`src/rtl/dmem_arbiter.sv`:
```
// dmem_arbiter: round-robin arbiter granting two requesters one-at-a-time access to a single-port data memory.
// Misaligned or illegal accesses are answered with err without touching memory.
module dmem_arbiter #(
    parameter int DM_ADDRESS = 9,
    parameter int DATA_W     = 32
) (
    input  logic                  clk,
    input  logic                  reset,
    input  logic                  req0_valid,
    output logic                  req0_ready,
    input  logic                  req0_we,
    input  logic [DM_ADDRESS-1:0] req0_addr,
    input  logic [DATA_W-1:0]     req0_wdata,
    input  logic [2:0]            req0_funct3,
    input  logic                  req1_valid,
    output logic                  req1_ready,
    input  logic                  req1_we,
    input  logic [DM_ADDRESS-1:0] req1_addr,
    input  logic [DATA_W-1:0]     req1_wdata,
    input  logic [2:0]            req1_funct3,
    output logic                  rsp0_valid,
    output logic [DATA_W-1:0]     rsp0_rdata,
    output logic                  rsp0_err,
    output logic                  rsp1_valid,
    output logic [DATA_W-1:0]     rsp1_rdata,
    output logic                  rsp1_err,
    output logic                  MemRead,
    output logic                  MemWrite,
    output logic [DM_ADDRESS-1:0] a,
    output logic [DATA_W-1:0]     wd,
    output logic [2:0]            Funct3,
    input  logic [DATA_W-1:0]     rd
);
    typedef enum logic [1:0] {IDLE, ACCESS, RESP} state_t;
    state_t                state_q;
    logic                  we_q, idx_q, last_q, err_q;
    logic [DM_ADDRESS-1:0] addr_q;
    logic [DATA_W-1:0]     wdata_q, rdata_q;
    logic [2:0]            f3_q;
    logic                  gnt, hs, sel_we, legal, acc, rsp;
    logic [DM_ADDRESS-1:0] sel_addr;
    logic [DATA_W-1:0]     sel_wdata;
    logic [2:0]            sel_f3;
    always_comb begin
        // last_q holds the previous winner; a tie goes to the other requester
        gnt        = (req0_valid && req1_valid) ? !last_q : req1_valid;
        req0_ready = state_q == IDLE && req0_valid && !gnt;
        req1_ready = state_q == IDLE && req1_valid && gnt;
        hs         = req0_ready || req1_ready;
        sel_we     = gnt ? req1_we     : req0_we;
        sel_addr   = gnt ? req1_addr   : req0_addr;
        sel_wdata  = gnt ? req1_wdata  : req0_wdata;
        sel_f3     = gnt ? req1_funct3 : req0_funct3;
        legal      = sel_f3 == 3'b000
                  || (sel_f3 == 3'b001 && !sel_addr[0])
                  || (sel_f3 == 3'b010 && sel_addr[1:0] == 2'b00)
                  || (sel_f3 == 3'b100 && !sel_we);
        acc        = state_q == ACCESS;
        rsp        = state_q == RESP;
        MemRead    = acc && !we_q;
        MemWrite   = acc && we_q;
        a          = acc ? addr_q  : '0;
        wd         = acc ? wdata_q : '0;
        Funct3     = acc ? f3_q    : '0;
        rsp0_valid = rsp && !idx_q;
        rsp1_valid = rsp && idx_q;
        rsp0_rdata = rsp0_valid ? rdata_q : '0;
        rsp1_rdata = rsp1_valid ? rdata_q : '0;
        rsp0_err   = rsp0_valid && err_q;
        rsp1_err   = rsp1_valid && err_q;
    end
    always_ff @(posedge clk or posedge reset) begin
        if (reset) begin
            state_q <= IDLE;
            we_q    <= 1'b0;
            idx_q   <= 1'b0;
            last_q  <= 1'b1;
            err_q   <= 1'b0;
            addr_q  <= '0;
            wdata_q <= '0;
            f3_q    <= '0;
            rdata_q <= '0;
        end else begin
            case (state_q)
                IDLE: if (hs) begin
                    we_q    <= sel_we;
                    addr_q  <= sel_addr;
                    wdata_q <= sel_wdata;
                    f3_q    <= sel_f3;
                    idx_q   <= gnt;
                    last_q  <= gnt;
                    err_q   <= !legal;
                    rdata_q <= '0;
                    state_q <= legal ? ACCESS : RESP;
                end
                ACCESS: begin
                    rdata_q <= we_q ? '0 : rd;
                    state_q <= RESP;
                end
                default: state_q <= IDLE;
            endcase
        end
    end
endmodule

```
`config.mk`:
```
export PLATFORM = sky130hd
export DESIGN_NAME = dmem_arbiter
export DESIGN_NICKNAME = d
export VERILOG_FILES = /design/src/rtl/dmem_arbiter.sv
export SDC_FILE = /design/constraint.sdc
export NUM_CORES = 1
export LEC_CHECK = 0
export CORE_ASPECT_RATIO = 0.5
export CORE_MARGIN = 2
export CORE_UTILIZATION = 35
export CTS_BUF_LIST = sky130_fd_sc_hd__clkbuf_16
export CTS_CLUSTER_SIZE = 30
export DETAILED_ROUTE_END_ITERATION = 16
export PLACE_DENSITY = 0.85
export SLEW_MARGIN = 20
export SYNTH_ARGS = -nofsm -noshare
export SYNTH_HDL_FRONTEND = slang
export SYNTH_SLANG_ARGS = --single-unit
```
`constraint.sdc`:
```
create_clock -name clk -period 2.6 [get_ports clk]
set_input_delay 0.52 -clock clk [delete_from_list [all_inputs] [get_ports clk]]
set_output_delay 0.52 -clock clk [all_outputs]
set_load 0.01 [all_outputs]
```
Yosys cells after proc, flatten, opt, wreduce, memory -nomap -nowiden
Cells that the tools add are included.
- word-level logic and storage cells: 62
- input port bits: 126
- flip-flop bits (word level): 82
- equal/unequal tests: 6
- multiplexer cells: 16
- reductions and logical operators: 31
- operators with widths (operator ; count):
    $mux 32 ; 6
    $pmux 32 s2 ; 1
    $mux 9 ; 2
    $logic_and 1x1->1 ; 14
    $logic_not 1->1 ; 7
    $mux 3 ; 2
    $logic_not 2->1 ; 2
    $logic_or 1x1->1 ; 4
    $mux 2 ; 2
    $pmux 2 s2 ; 1
    $reduce_and 2->1 ; 2
    $eq 3x1->1 const B ; 1
    $eq 3x2->1 const B ; 1
    $eq 3x3->1 const B ; 1
    $logic_not 3->1 ; 1
    $eq 2x1->1 const B ; 1
    $eq 2x2->1 const B ; 1
    $mux 1 ; 2
    $ne 2x2->1 const B ; 1
    $reduce_bool 2->1 ; 1

Logic depth before layout (Yosys ltp)
- depth in word-level cells: 11
- gate-level depth with buffers: 6
- mapped depth without buffers: 4

Least setup slack after synthesis
Ideal clock, no wire load.
- path kind: reg-to-output
- from: reg state_q[0]
- to: out rsp1_rdata[22]
- setup slack: 0.881 ns
- buffers on the path: 1
- cell stages (with the launch flop): 4
- required time: 2.080 ns
- arrival time: 1.199 ns
- cells stage by stage: dfrtp_1 > and3b_1 > clkbuf_1 > and2_1
- word-level cells in the longest chain between the ends: 3
- RTL lines (what ; RTL line ; source):
    from (decl) ; 35 ; state_t state_q;
    from (signal assigned) ; 94 ; state_q <= legal ? ACCESS : RESP;
    $eq 2x2->1 ; 59 ; rsp = state_q == RESP;
    $logic_and 1x1->1 ; 66 ; rsp1_valid = rsp && idx_q;
    named net rsp1_valid ; 24 ; output logic rsp1_valid,
    $mux 32 ; 68 ; rsp1_rdata = rsp1_valid ? rdata_q : '0;
    to (decl) ; 25 ; output logic [DATA_W-1:0] rsp1_rdata,
The timed path passes the listed nets, and every way through them passes these cells.

Final worst setup path
- from: reg state_q[0]
- to: out rsp1_rdata[11]
- word-level cells in the longest chain between the ends: 3
- RTL lines (what ; RTL line):
    $eq 2x2->1 ; 59
    $logic_and 1x1->1 ; 66
    $mux 32 ; 68
No other way between the ends.

==> results.cfg <==
[worst_setup_path]
crit_path_end_kind = output port
cp.required_ns = 2.08
crit_slowest_cell = clkdlybuf4s50_1
cp-start-kind = register
arrival_ns = 1.97
cp_cell_sequence = and3b_1 -> buf_6 -> and2_1 -> clkdlybuf4s50_1
cp_slowest_stage_delay_ns = 0.56
cp_max_fo = 34
r2r_start = state_q[0]
startpoint = state_q[0]
crit_type = reg -> out

[sta]
slew_headroom = 0.5136
hold_viol = 0
setup_slack_ns = 0.1070
period_needed_ns = 2.493
final-setup-viol-count = 0
worst_pin_slew_ns = 0.7279
clock.fmax_mhz = 401.1
period_share = 0.9588
final-max-slew-violation-count = 0
final.setup.tns_ns = 0
rsz0062_at_grt = false
skew_ns = 0.006390

[yosys]
postSynthAreaPerCell_sq_um = 10.07
synth_area_sq_um = 4259
synth_cells = 423
synth_nets = 549
yosysSeqAreaShare = 0.4821
synth_seq_cells = 82
synthDistinctLibCells = 26
yosys_warnings = 0

[finish]
layout-drive-gt1-share = 0.05766
fillers = 1006
num_antenna_cells = 0
fin_nets = 780
area_delta_synth_final_pct = 68.48

[placed_design]
portBuffers = 241
pre_cts_slack_ns = 0.1473
gp_congestion = 0.8118
dp_hpwl_mm = 9.577

[power]
p_per_area_nw_per_um2 = 785.4
peakVddDrop_v = 0.0004049
power.leakage_nw = 3.034

[routing]
first_pass_iters = 4
drt-total-wl_mm = 12.72
wl_per_cell_um = 15.44
vias = 3876
drt_iter0_drc = 150
viasPerCell = 4.704
antenna_left = 0
drc = 0

[floorplanning]
io-pin-count = 242
die_area_sq_um = 13120
core.rowCount = 28
core_sq_um = 11840
die_height_um = 82.01
start_util = 0.3597
die_x_um = 160.0

[clocking]
cts_buffer_depth = 2
cts_hold_buf = 0
post_cts_buffers = 0
cts-htree-levels = 3
cts_tree = built
cts.sinks = 82
root_buffer = clkbuf_16
clk_latency_ns = 0.33
clkSlewWorstSetupHoldPaths_ns = 0.06
numCtsBuffers = 9

[grt]
antenna_found_initial = 0
grt_max_degree = 93
grt_pass1_vias = 3820
grt_pass1_wl_mm = 19.58
grtUsageTotal = 0.1887
overflow = 0

[run_status]
status = finished, final reports clean

[worst_hold_path]
hp-start = wdata_q[6]
holdCritPathClass = reg -> reg

[job]
cap_viol_max_count = 0
[worst max-delay path: cells and delay by family (launching register included)]
kind	cells	cell delay [ns]
DFF	1	0.45
buffers and inverters	2	0.79
and+or+nand+nor	2	0.40
[path summary, 6_finish.rpt]
path	endpoint	slack (ns)	depth (start not counted)
worst max register to register	rdata_q[14]	0.87	4
worst min register to register	wdata_q[6]	0.47	2
max in group asynchronous	last_q	1.36	3
worst min-delay path	wdata_q[6]	0.47	2
min in group asynchronous	wdata_q[18]	0.64	2
worst max-delay path	rsp1_rdata[11]	0.11	4
[timing repair]
action | in CTS | in global routing
setup endpoints to repair | 2 | 81
gates cloned | 0 | 0
gates resized for setup | 1 | 3
[layout by cell type (no fill, tap or decap), drive strengths merged]
cell           count
dfstp              1
and3b              1
a21boi             1
buf               12
clkbuf             9
o21a               1
a31oi              1
dfrtp             81
nor2               8
nand2b             1
inv                1
nand2             46
nor2b              1
nor3b              1
a21o               1
clkdlybuf4s50    241
a211oi             4
mux2i             45
a21oi              3
a22o              32
bufinv             2
and2             112
clkinvlp           2
clkinv             3
o21ai             49
[power breakdown]
part,switching (mW),internal [mW],leakage [nW]
Combinational,1.08,1.10,1.83
Clock,0.499,0.831,0.154
Sequential,0.318,1.81,1.05
[final cells by class]
class / instances / area (sq um) / share of cell area
clock buffers: 9 / 225.2 / 0.03139
clock inverters: 7 / 85.08 / 0.01186
inverters: 1 / 7.507 / 0.001046
multi-input cells: 307 / 2046 / 0.2851
flip-flops and latches: 82 / 2054 / 0.2863
well taps: 165 / 206.4 / 0.02877
repair buffers: 253 / 2551 / 0.3555
[layer usage]
| layer | GRT usage | wire length [um] | vias up |
|---|---|---|---|
| li1 | - | - | 1899 |
| met1 | 0.2095 | 4973 | 1840 |
| met2 | 0.3697 | 6986 | 119 |
| met3 | 0.04040 | 500 | 18 |
| met4 | 0.06216 | 259 | 0 |
| met5 | 0 | 0 | - |
[cells in the mapped netlist]
cell / instances / share of area
and2_1: 112 / 0.16
dfrtp_1: 81 / 0.48
o21ai_0: 49 / 0.058
nand2_1: 46 / 0.041
mux2i_1: 45 / 0.11
a22o_1: 32 / 0.066
buf_2: 11 / 0.013
clkbuf_1: 10 / 0.0088
nor2_1: 6 / 0.0053
buf_4: 5 / 0.0088
buf_6: 4 / 0.011
a21oi_1: 3 / 0.0035
clkbuf_2: 3 / 0.0035
a211oi_1: 2 / 0.0035
a211oi_2: 2 / 0.0059
nor2_4: 2 / 0.0053
a21boi_1: 1 / 0.0018
a21o_1: 1 / 0.0018
a31oi_1: 1 / 0.0015
and3b_1: 1 / 0.0021
dfstp_2: 1 / 0.0062
inv_1: 1 / 0.00088
nand2b_1: 1 / 0.0015
nor2b_1: 1 / 0.0015
nor3b_2: 1 / 0.0029
o21a_1: 1 / 0.0018
[stage by stage]
stage | hold WS [ns] | std cells | total power, mW | util | instance area [sq um]
after detailed placement | 0.4619 | 808 | 4.343 | 0.5787 | 6853
after global placement | 0.4534 | 808 | 4.235 | 0.5787 | 6853
after CTS | 0.4754 | 824 | 5.695 | 0.6052 | 7167
after global routing | 0.4935 | 824 | 6.038 | 0.6060 | 7176
final | 0.4667 | 824 | 5.636 | 0.6060 | 7176
after floorplan | 0.4418 | 423 | 3.363 | - | 4263
[state kept, by name, indices dropped and copies added, names as in the netlist]
register / cells
last_q: 1
state_q: 2
we_q: 1
err_q: 1
rdata_q: 32
idx_q: 1
f3_q: 3
wdata_q: 32
addr_q: 9
[cells by family after synthesis]
family          Yosys count  synth area share
simple gates            170            0.2236
compound gates           92            0.1431
flops                    82            0.4821
mux                      45            0.1058
buf+inv                  34           0.04553
(Power assumes the default switching activity.)
